$ cat config.mk
export PLATFORM = sky130hd
export DESIGN_NAME = neuron_sequencer_flat
export DESIGN_NICKNAME = d
export VERILOG_FILES = /design/src/rtl/neuron_sequencer_if.sv /design/src/rtl/neuron_sequencer.sv /design/src/flat_wrapper.sv
export SDC_FILE = /design/constraint.sdc
export NUM_CORES = 1
export LEC_CHECK = 0
export CELL_PAD_IN_SITES_DETAIL_PLACEMENT = 1
export CELL_PAD_IN_SITES_GLOBAL_PLACEMENT = 2
export CORE_UTILIZATION = 38
export DETAILED_ROUTE_END_ITERATION = 10
export PLACE_DENSITY_LB_ADDON = 0.1
export SLEW_MARGIN = 20
export SYNTH_ARGS = -nofsm -noshare
export SYNTH_HDL_FRONTEND = slang
export SYNTH_SLANG_ARGS = --single-unit
$ cat constraint.sdc
create_clock -name clk -period 11.4 [get_ports clk]
set_clock_uncertainty 0.05 [all_clocks]
set_input_delay 2.28 -clock clk [delete_from_list [all_inputs] [get_ports clk]]
set_output_delay 2.28 -clock clk [all_outputs]
set_load 0.05 [all_outputs]
$ cat src/rtl/neuron_sequencer_if.sv
// Stream, weight-port and neuron-side signals of neuron_sequencer bundled as one interface.
// eval_cnt is present only when NEURON_SEQ_PERF_EN is defined.
interface neuron_sequencer_if #(
    parameter int N  = 18,
    parameter int AW = 3
);
    logic                in_valid;
    logic                in_ready;
    logic signed [N-1:0] in_data;
    logic                w_wr_en;
    logic [AW-1:0]       w_wr_addr;
    logic signed [N-1:0] w_wr_data;
    logic signed [N-1:0] mac_w;
    logic signed [N-1:0] mac_x;
    logic                mac_en;
    logic                mac_clr;
    logic signed [N-1:0] act_in;
    logic                out_valid;
    logic                out_ready;
    logic signed [N-1:0] out_data;
    logic                busy;
`ifdef NEURON_SEQ_PERF_EN
    logic [15:0]         eval_cnt;
`endif

    modport slave (
        input  in_valid, in_data, w_wr_en, w_wr_addr, w_wr_data, act_in, out_ready,
`ifdef NEURON_SEQ_PERF_EN
        output eval_cnt,
`endif
        output in_ready, mac_w, mac_x, mac_en, mac_clr, out_valid, out_data, busy
    );

    modport master (
        output in_valid, in_data, w_wr_en, w_wr_addr, w_wr_data, act_in, out_ready,
`ifdef NEURON_SEQ_PERF_EN
        input  eval_cnt,
`endif
        input  in_ready, mac_w, mac_x, mac_en, mac_clr, out_valid, out_data, busy
    );
endinterface

$ cat src/rtl/neuron_sequencer.sv
// Feeds K buffered (weight, input) pairs into a MAC/ReLU neuron and returns its activation.
// Define NEURON_SEQ_PERF_EN to add the 16-bit eval_cnt handshake counter.
module neuron_sequencer #(
    parameter int N  = 18,
    parameter int K  = 8,
    parameter int AW = $clog2(K)
) (
    input  logic              clk,
    input  logic              rst,
    neuron_sequencer_if.slave bus
);
    typedef enum logic [2:0] {LOAD, CLR, RUN, SETTLE, OUT} state_t;

    localparam logic [AW-1:0] LAST = AW'(K - 1);

    state_t              state;
    logic [AW-1:0]       index;
    logic signed [N-1:0] xbuf [K];
    logic signed [N-1:0] wmem [K];
    logic                w_ok;

    // Addresses beyond K-1 are only reachable when K is not a power of two.
    assign w_ok = bus.w_wr_en && (int'(bus.w_wr_addr) < K);

    always_ff @(posedge clk or posedge rst) begin
        if (rst) begin
            state         <= LOAD;
            index         <= '0;
            bus.in_ready  <= 1'b1;
            bus.mac_en    <= 1'b0;
            bus.mac_clr   <= 1'b0;
            bus.mac_w     <= '0;
            bus.mac_x     <= '0;
            bus.out_valid <= 1'b0;
            bus.out_data  <= '0;
            bus.busy      <= 1'b0;
`ifdef NEURON_SEQ_PERF_EN
            bus.eval_cnt  <= '0;
`endif
            for (int i = 0; i < K; i++) begin
                xbuf[i] <= '0;
                wmem[i] <= '0;
            end
        end else begin
            if (state == LOAD && w_ok)
                wmem[bus.w_wr_addr] <= bus.w_wr_data;

            case (state)
                LOAD: begin
                    if (bus.in_valid && bus.in_ready) begin
                        xbuf[index] <= bus.in_data;
                        if (index == LAST) begin
                            index        <= '0;
                            bus.in_ready <= 1'b0;
                            bus.mac_clr  <= 1'b1;
                            bus.busy     <= 1'b1;
                            state        <= CLR;
                        end else begin
                            index <= index + 1'b1;
                        end
                    end
                end
                // mac_w/mac_x are registered, so each pair is fetched one cycle ahead
                CLR: begin
                    bus.mac_clr <= 1'b0;
                    bus.mac_en  <= 1'b1;
                    bus.mac_w   <= wmem[0];
                    bus.mac_x   <= xbuf[0];
                    state       <= RUN;
                end
                RUN: begin
                    if (index == LAST) begin
                        index      <= '0;
                        bus.mac_en <= 1'b0;
                        bus.mac_w  <= '0;
                        bus.mac_x  <= '0;
                        state      <= SETTLE;
                    end else begin
                        index     <= index + 1'b1;
                        bus.mac_w <= wmem[index + 1'b1];
                        bus.mac_x <= xbuf[index + 1'b1];
                    end
                end
                SETTLE: begin
                    bus.out_data  <= bus.act_in;
                    bus.out_valid <= 1'b1;
                    state         <= OUT;
                end
                OUT: begin
                    if (bus.out_ready) begin
                        bus.out_valid <= 1'b0;
                        bus.in_ready  <= 1'b1;
                        bus.busy      <= 1'b0;
`ifdef NEURON_SEQ_PERF_EN
                        bus.eval_cnt  <= bus.eval_cnt + 16'd1;
`endif
                        state         <= LOAD;
                    end
                end
                default: state <= LOAD;
            endcase
        end
    end
endmodule
$ cat src/flat_wrapper.sv
// flat-port wrapper written by rule: the top's interface ports become plain ports
module neuron_sequencer_flat 
#(
    parameter int N  = 18,
    parameter int K  = 8,
    parameter int AW = $clog2(K)
)
  (clk, rst, bus_in_valid, bus_in_data, bus_w_wr_en, bus_w_wr_addr, bus_w_wr_data, bus_act_in, bus_out_ready, bus_in_ready, bus_mac_w, bus_mac_x, bus_mac_en, bus_mac_clr, bus_out_valid, bus_out_data, bus_busy);
  neuron_sequencer_if #(.N(N), .AW(AW)) bus_i ();
  input  logic clk;
  input  logic rst;
  input wire logic [$bits(bus_i.in_valid)-1:0] bus_in_valid;
  input wire logic [$bits(bus_i.in_data)-1:0] bus_in_data;
  input wire logic [$bits(bus_i.w_wr_en)-1:0] bus_w_wr_en;
  input wire logic [$bits(bus_i.w_wr_addr)-1:0] bus_w_wr_addr;
  input wire logic [$bits(bus_i.w_wr_data)-1:0] bus_w_wr_data;
  input wire logic [$bits(bus_i.act_in)-1:0] bus_act_in;
  input wire logic [$bits(bus_i.out_ready)-1:0] bus_out_ready;
  output wire logic [$bits(bus_i.in_ready)-1:0] bus_in_ready;
  output wire logic [$bits(bus_i.mac_w)-1:0] bus_mac_w;
  output wire logic [$bits(bus_i.mac_x)-1:0] bus_mac_x;
  output wire logic [$bits(bus_i.mac_en)-1:0] bus_mac_en;
  output wire logic [$bits(bus_i.mac_clr)-1:0] bus_mac_clr;
  output wire logic [$bits(bus_i.out_valid)-1:0] bus_out_valid;
  output wire logic [$bits(bus_i.out_data)-1:0] bus_out_data;
  output wire logic [$bits(bus_i.busy)-1:0] bus_busy;
  assign bus_i.in_valid = bus_in_valid;
  assign bus_i.in_data = bus_in_data;
  assign bus_i.w_wr_en = bus_w_wr_en;
  assign bus_i.w_wr_addr = bus_w_wr_addr;
  assign bus_i.w_wr_data = bus_w_wr_data;
  assign bus_i.act_in = bus_act_in;
  assign bus_i.out_ready = bus_out_ready;
  assign bus_in_ready = bus_i.in_ready;
  assign bus_mac_w = bus_i.mac_w;
  assign bus_mac_x = bus_i.mac_x;
  assign bus_mac_en = bus_i.mac_en;
  assign bus_mac_clr = bus_i.mac_clr;
  assign bus_out_valid = bus_i.out_valid;
  assign bus_out_data = bus_i.out_data;
  assign bus_busy = bus_i.busy;
  neuron_sequencer #(.N(N), .K(K), .AW(AW)) u_core (.clk(clk), .rst(rst), .bus(bus_i));
endmodule
* After elaboration in Yosys (flattened, before gate mapping)
Cells that the tools add are included.
** Operators by class
- Add/subtract/negate cells :: 1
- Multipliers :: 0
- Divide/modulo/power cells :: 0
- Magnitude comparators :: 5
- Equality and inequality tests :: 9
- Shift-type cells :: 0
- Multiplexer cells :: 35
- Bitwise logic cells :: 3
- Reduce and logical (&&, ||, !) cells :: 17
** Operators by type and width (count)
- $bwmux 144 :: 2
- $mux 18 :: 8
- $bmux 18 s3 :: 2
- $demux 18 s3 :: 2
- $pmux 18 s2 :: 2
- $mux 3 :: 6
- $pmux 3 s5 :: 1
- $ge 4x4->1 const B :: 3
- $not 3->4 :: 3
- $pmux 1 s2 :: 5
- $reduce_bool 2->1 :: 5
- $lt 4x1->1 const B :: 2
- $reduce_and 2->1 :: 4
- $reduce_and 4->1 :: 2
- $eq 3x2->1 const B :: 2
- $eq 3x3->1 const B :: 2
- $mux 1 :: 6
- $ne 2x2->1 const B :: 3
- $pmux 3 s2 :: 1
- $logic_and 1x1->1 :: 4
- $add 3x1->3 const B :: 1
- $eq 3x1->1 const B :: 1
- $logic_not 3->1 :: 1
- $reduce_and 3->1 :: 1
- $ne 2x1->1 const B :: 1
** Word-level totals
- Flip-flop bits (word level) :: 353
- Latch bits :: 0
- RAM bits :: 0
- ROM bits :: 0
- Input port bits :: 62
- Output and inout bits :: 59
- Word-level logic and storage cells :: 96
- Memories :: 0

* Depth between registers and ports, before layout
- Word-level depth :: 7
- Gate-level depth with buffers :: 8
- Mapped depth without buffers :: 6

* Worst setup path after synthesis
No wires, ideal clock.
- Path type :: input to register
- From :: in bus_in_valid
- To :: reg u_core.xbuf[126] (netlist name)
- Setup time :: 0.125 ns
- Data arrival time :: 3.744 ns
- Required time :: 11.225 ns
- Setup slack :: 7.481 ns
- Stages on the path :: 6
- Path buffers :: 2
- Cells stage by stage :: nand2_1 > or4_1 > buf_4 > nor3_4 > buf_8 > mux2_4
** On the way
- Longest elaborated chain between the ends :: 2
** RTL lines
- start, declared :: RTL line flat_wrapper.sv:12 : input wire logic [$bits(bus_i.in_valid)-1:0] bus_in_valid;
- $logic_and 1x1->1 :: RTL line neuron_sequencer.sv:50 : if (bus.in_valid && bus.in_ready) begin
- $reduce_and 2->1 (no line)
- end signal, assigned by index :: RTL line neuron_sequencer.sv:51 : xbuf[index] <= bus.in_data;
- end, declared :: RTL line neuron_sequencer.sv:18 : logic signed [N-1:0] xbuf [K];
No other way between the ends.
A chain may end at the register's enable or synchronous reset.

==> results.sh <==
export IMPL_finalSetupViolCount=0
export IMPL_fill_cells=4165
export IMPL_fmax_mhz=218
export IMPL_ys_types=42
export IMPL_pwr_share_clk_pct=21.5
export IMPL_post_synth_top_area_cell="dfrtp_1"
export IMPL_num_vias=10200
export IMPL_drt_initial_drc_count=554
export IMPL_start_util_pct=38.4
export IMPL_p_seq_share_pct=35.2
export IMPL_ant_nets=0
export IMPL_relSlewSlack_pct=32.0
export IMPL_synth_seq_cells=353
export IMPL_place_area_mm2=0.0179
export IMPL_synth_top_area_share_pct=54.8
export IMPL_rsz0062_at_grt="no"
export IMPL_timing_final_ws_setup_ns=6.81
export IMPL_hold_buffers=0
export IMPL_finalHoldViolations=0
export IMPL_route_detailed_drc=0
export IMPL_grt_pass1_wl_mm=68.4
export IMPL_p_leak_nw=8.52
export IMPL_maxCapViolCount=0
export IMPL_wire_per_inst_um=23.2
export IMPL_critical_path_top_delay_family="buffers and inverters"
export IMPL_clk_pin_slew_ns=0.06
export IMPL_highest_layer="met5"
export IMPL_tightest_slew_ns=1.02
export IMPL_cts_setup_buffers=0
export IMPL_cp_slowest_cell="buf_4"
export IMPL_die_y_um=208
export IMPL_wl_met3_mm=1.58
export IMPL_wl_met2_mm=20.4
export IMPL_crit_top_cell="buf_4"
export IMPL_critPathKind="input pin to async pin"
export IMPL_cpPeakStageDelay_ns=0.84
export IMPL_slew_violations=0
export IMPL_outcome="complete, no violations"
export IMPL_clock_latency_ns=0.56
export IMPL_synth_nets=1233
export IMPL_cts_tree="done"
export IMPL_multi_input_area_mm2=0.00694
export IMPL_cts_resized=0
export IMPL_cp_max_fo=70
export IMPL_whs_ns=0.449
export IMPL_power_density_mw_per_mm2=336
export IMPL_wl_met1_mm=20.2
export IMPL_numPortBuffers=120
export IMPL_chipWidth_um=208
export IMPL_h_tree_depth=2
export IMPL_io_pins=121
export IMPL_post_route_min_period_ns=4.59
export IMPL_end_kind="async pin"
export IMPL_post_route_period_util_pct=40.3
export IMPL_grt_usage_pct=20.7
export IMPL_vdd_ir_drop_max_mv=0.140
export IMPL_grt_overflow=0
export IMPL_clk_path_buf_depth=3
export IMPL_synth_warnings=0
export IMPL_place_gp_congestion=0.702
export IMPL_wl_mm=42.9
export IMPL_synth_cells=1168
export IMPL_cp_arrival_ns=5.03
export IMPL_comb_power_share_pct=43.3
export IMPL_critPathRequiredTime_ns=11.84
export IMPL_firstDrtPassIters=4
export IMPL_dp_hpwl_mm=24.9
export IMPL_startpoint_type="input pin"
export IMPL_dieArea_mm2=0.0431
export IMPL_cts_root_buf="clkbuf_16"
export IMPL_fin_area_mm2=0.0193
export IMPL_dpl_cell_count=1772
export IMPL_antenna_found_initial=2
export IMPL_setup_tns_final_ns=0
export IMPL_yosys_top_cells_area="dfrtp_1 55%, mux2_2 20%, mux2i_1 8.8%, a22oi_1 4.9%, a22o_1 2.0%"
export IMPL_via_per_inst=5.51
export IMPL_fp_row_count=75
export IMPL_hp_class="register to register"
export IMPL_fp_coreArea_mm2=0.0419
export IMPL_seq_area_mm2=0.00884
export IMPL_path_cells="clkdlybuf4s50_1 -> clkinvlp_4 -> buf_4 -> buf_4"
export IMPL_numCtsBuffers=42
export IMPL_yosysSeqAreaShare_pct=54.9
export IMPL_p_switching_w=0.00247
export IMPL_grt_max_degree=115
export IMPL_grt_pass1_vias=11200
export IMPL_fin_cells=1851
export IMPL_swShare_pct=38.1
export IMPL_areaGrowthSynthToFinish_pct=20.3
export IMPL_critPathBufInv=4
export IMPL_post_place_ws_ns=6.06
export IMPL_clock_sinks=353
export IMPL_syn_area_per_cell_um2=13.8
export IMPL_syn_area_mm2=0.0161
export IMPL_nets=1344
export IMPL_power_internal_w=0.00402
export IMPL_drive_gt1_share_pct=32.3
flip-flops by register name (all words and copies together) (netlist names):
name,count
u_core.wmem,144
u_core.xbuf,144
u_core.bus.mac_w,18
u_core.bus.mac_x,18
u_core.bus.out_data,18
u_core.index,3
u_core.state,3
u_core.bus.busy,1
u_core.bus.in_ready,1
u_core.bus.mac_clr,1
u_core.bus.mac_en,1
u_core.bus.out_valid,1
layer usage:
metal	vias to the layer above	global-route usage [%]
met3	53	3.86
met2	152	33.7
li1	4563	-
met1	5421	28.5
met5	-	0
met4	2	4.83
per-stage QoR:
step | total power, W | util (%)
finish | 0.00649 | 46.2
global route | 0.00692 | 46.2
CTS | 0.00659 | 46.1
detailed placement | 0.00515 | 42.7
global placement | 0.00508 | 42.6
floorplan | 0.00424 | -
layout by cell type, fill, tap and decap left out, types with 5 or more instances in the layout:
cell type / instances
dfrtp_1: 349
mux2_2: 288
mux2i_1: 142
clkdlybuf4s50_1: 120
a22oi_1: 105
nand2_1: 46
clkbuf_16: 45
a22o_1: 37
o21ai_0: 37
buf_4: 22
mux2_4: 20
clkbuf_1: 12
clkbuf_8: 10
nor2_1: 8
a21oi_1: 8
clkinv_2: 5
worst paths after layout:
path / startpoint / to / slack (ns) / depth (start not counted)
min reg2reg: u_core.xbuf[6] / u_core.xbuf[6] / 0.45 / 1
min in group asynchronous: rst / u_core.xbuf[13] / 2.20 / 2
max in group clk: bus_w_wr_en / u_core.wmem[59] / 6.96 / 6
max: rst / u_core.state[0] / 6.81 / 4
max reg2reg: u_core.index[0] / u_core.xbuf[83] / 7.44 / 5
min: u_core.xbuf[6] / u_core.xbuf[6] / 0.45 / 1
final cells by class:
cell class                 count  area share, %
clock buffer                  67           6.76
sequential                   353           45.7
inverter                       2         0.0582
clock inverter                 9          0.750
multi-input combinational    734           35.8
timing repair buffer         146           7.38
antenna                        1         0.0129
tap                          539           3.49
synth_stat cells:
library cell,number
mux2_2,288
nor3b_2,1
nor4b_2,1
nand3b_1,3
buf_8,2
xnor2_1,1
buf_1,18
or4_1,1
mux2_4,20
buf_4,3
nor2_2,1
nand3_1,1
a221o_1,1
mux4_2,1
nor4b_1,1
a22o_1,37
dfrtp_1,352
dfstp_2,1
buf_2,14
a31oi_1,1
o21ai_0,37
nor2_4,1
inv_1,2
mux2i_1,142
nor3_1,4
and2_1,2
clkbuf_1,40
a32o_1,1
or2_4,1
ha_1,3
nor2_1,10
nor3_2,1
a22oi_1,105
buf_6,2
nand2_1,47
nor3_4,2
nor3b_1,3
nand2b_1,2
nor2b_1,4
a21oi_1,8
nand3b_2,2
nand3_2,1
logic make-up (layout without fill, tap and decap cells):
logic type | after synthesis | after routing | synth area share [%]
adder cells (fa/ha/maj) | 3 | 3 | 0.233
other | 0 | 1 | 0
flip-flops | 353 | 353 | 54.9
multiplexers | 451 | 451 | 31.0
XOR/XNOR | 1 | 1 | 0.0545
AO/OA/AOI/OAI | 190 | 190 | 8.48
AND/OR/NAND/NOR | 89 | 89 | 2.98
buffers and inverters | 81 | 224 | 2.30
power by group through the flow:
stage	clock network, W	registers, W	logic (W)
4_1_cts	0.00145	0.00229	0.00285
2_1_floorplan	0	0.00248	0.00176
6_report	0.00140	0.00229	0.00281
3_5_place_dp	0	0.00231	0.00284
5_1_grt	0.00149	0.00238	0.00306
3_3_place_gp	0	0.00229	0.00279
(Power assumes the default switching activity.)
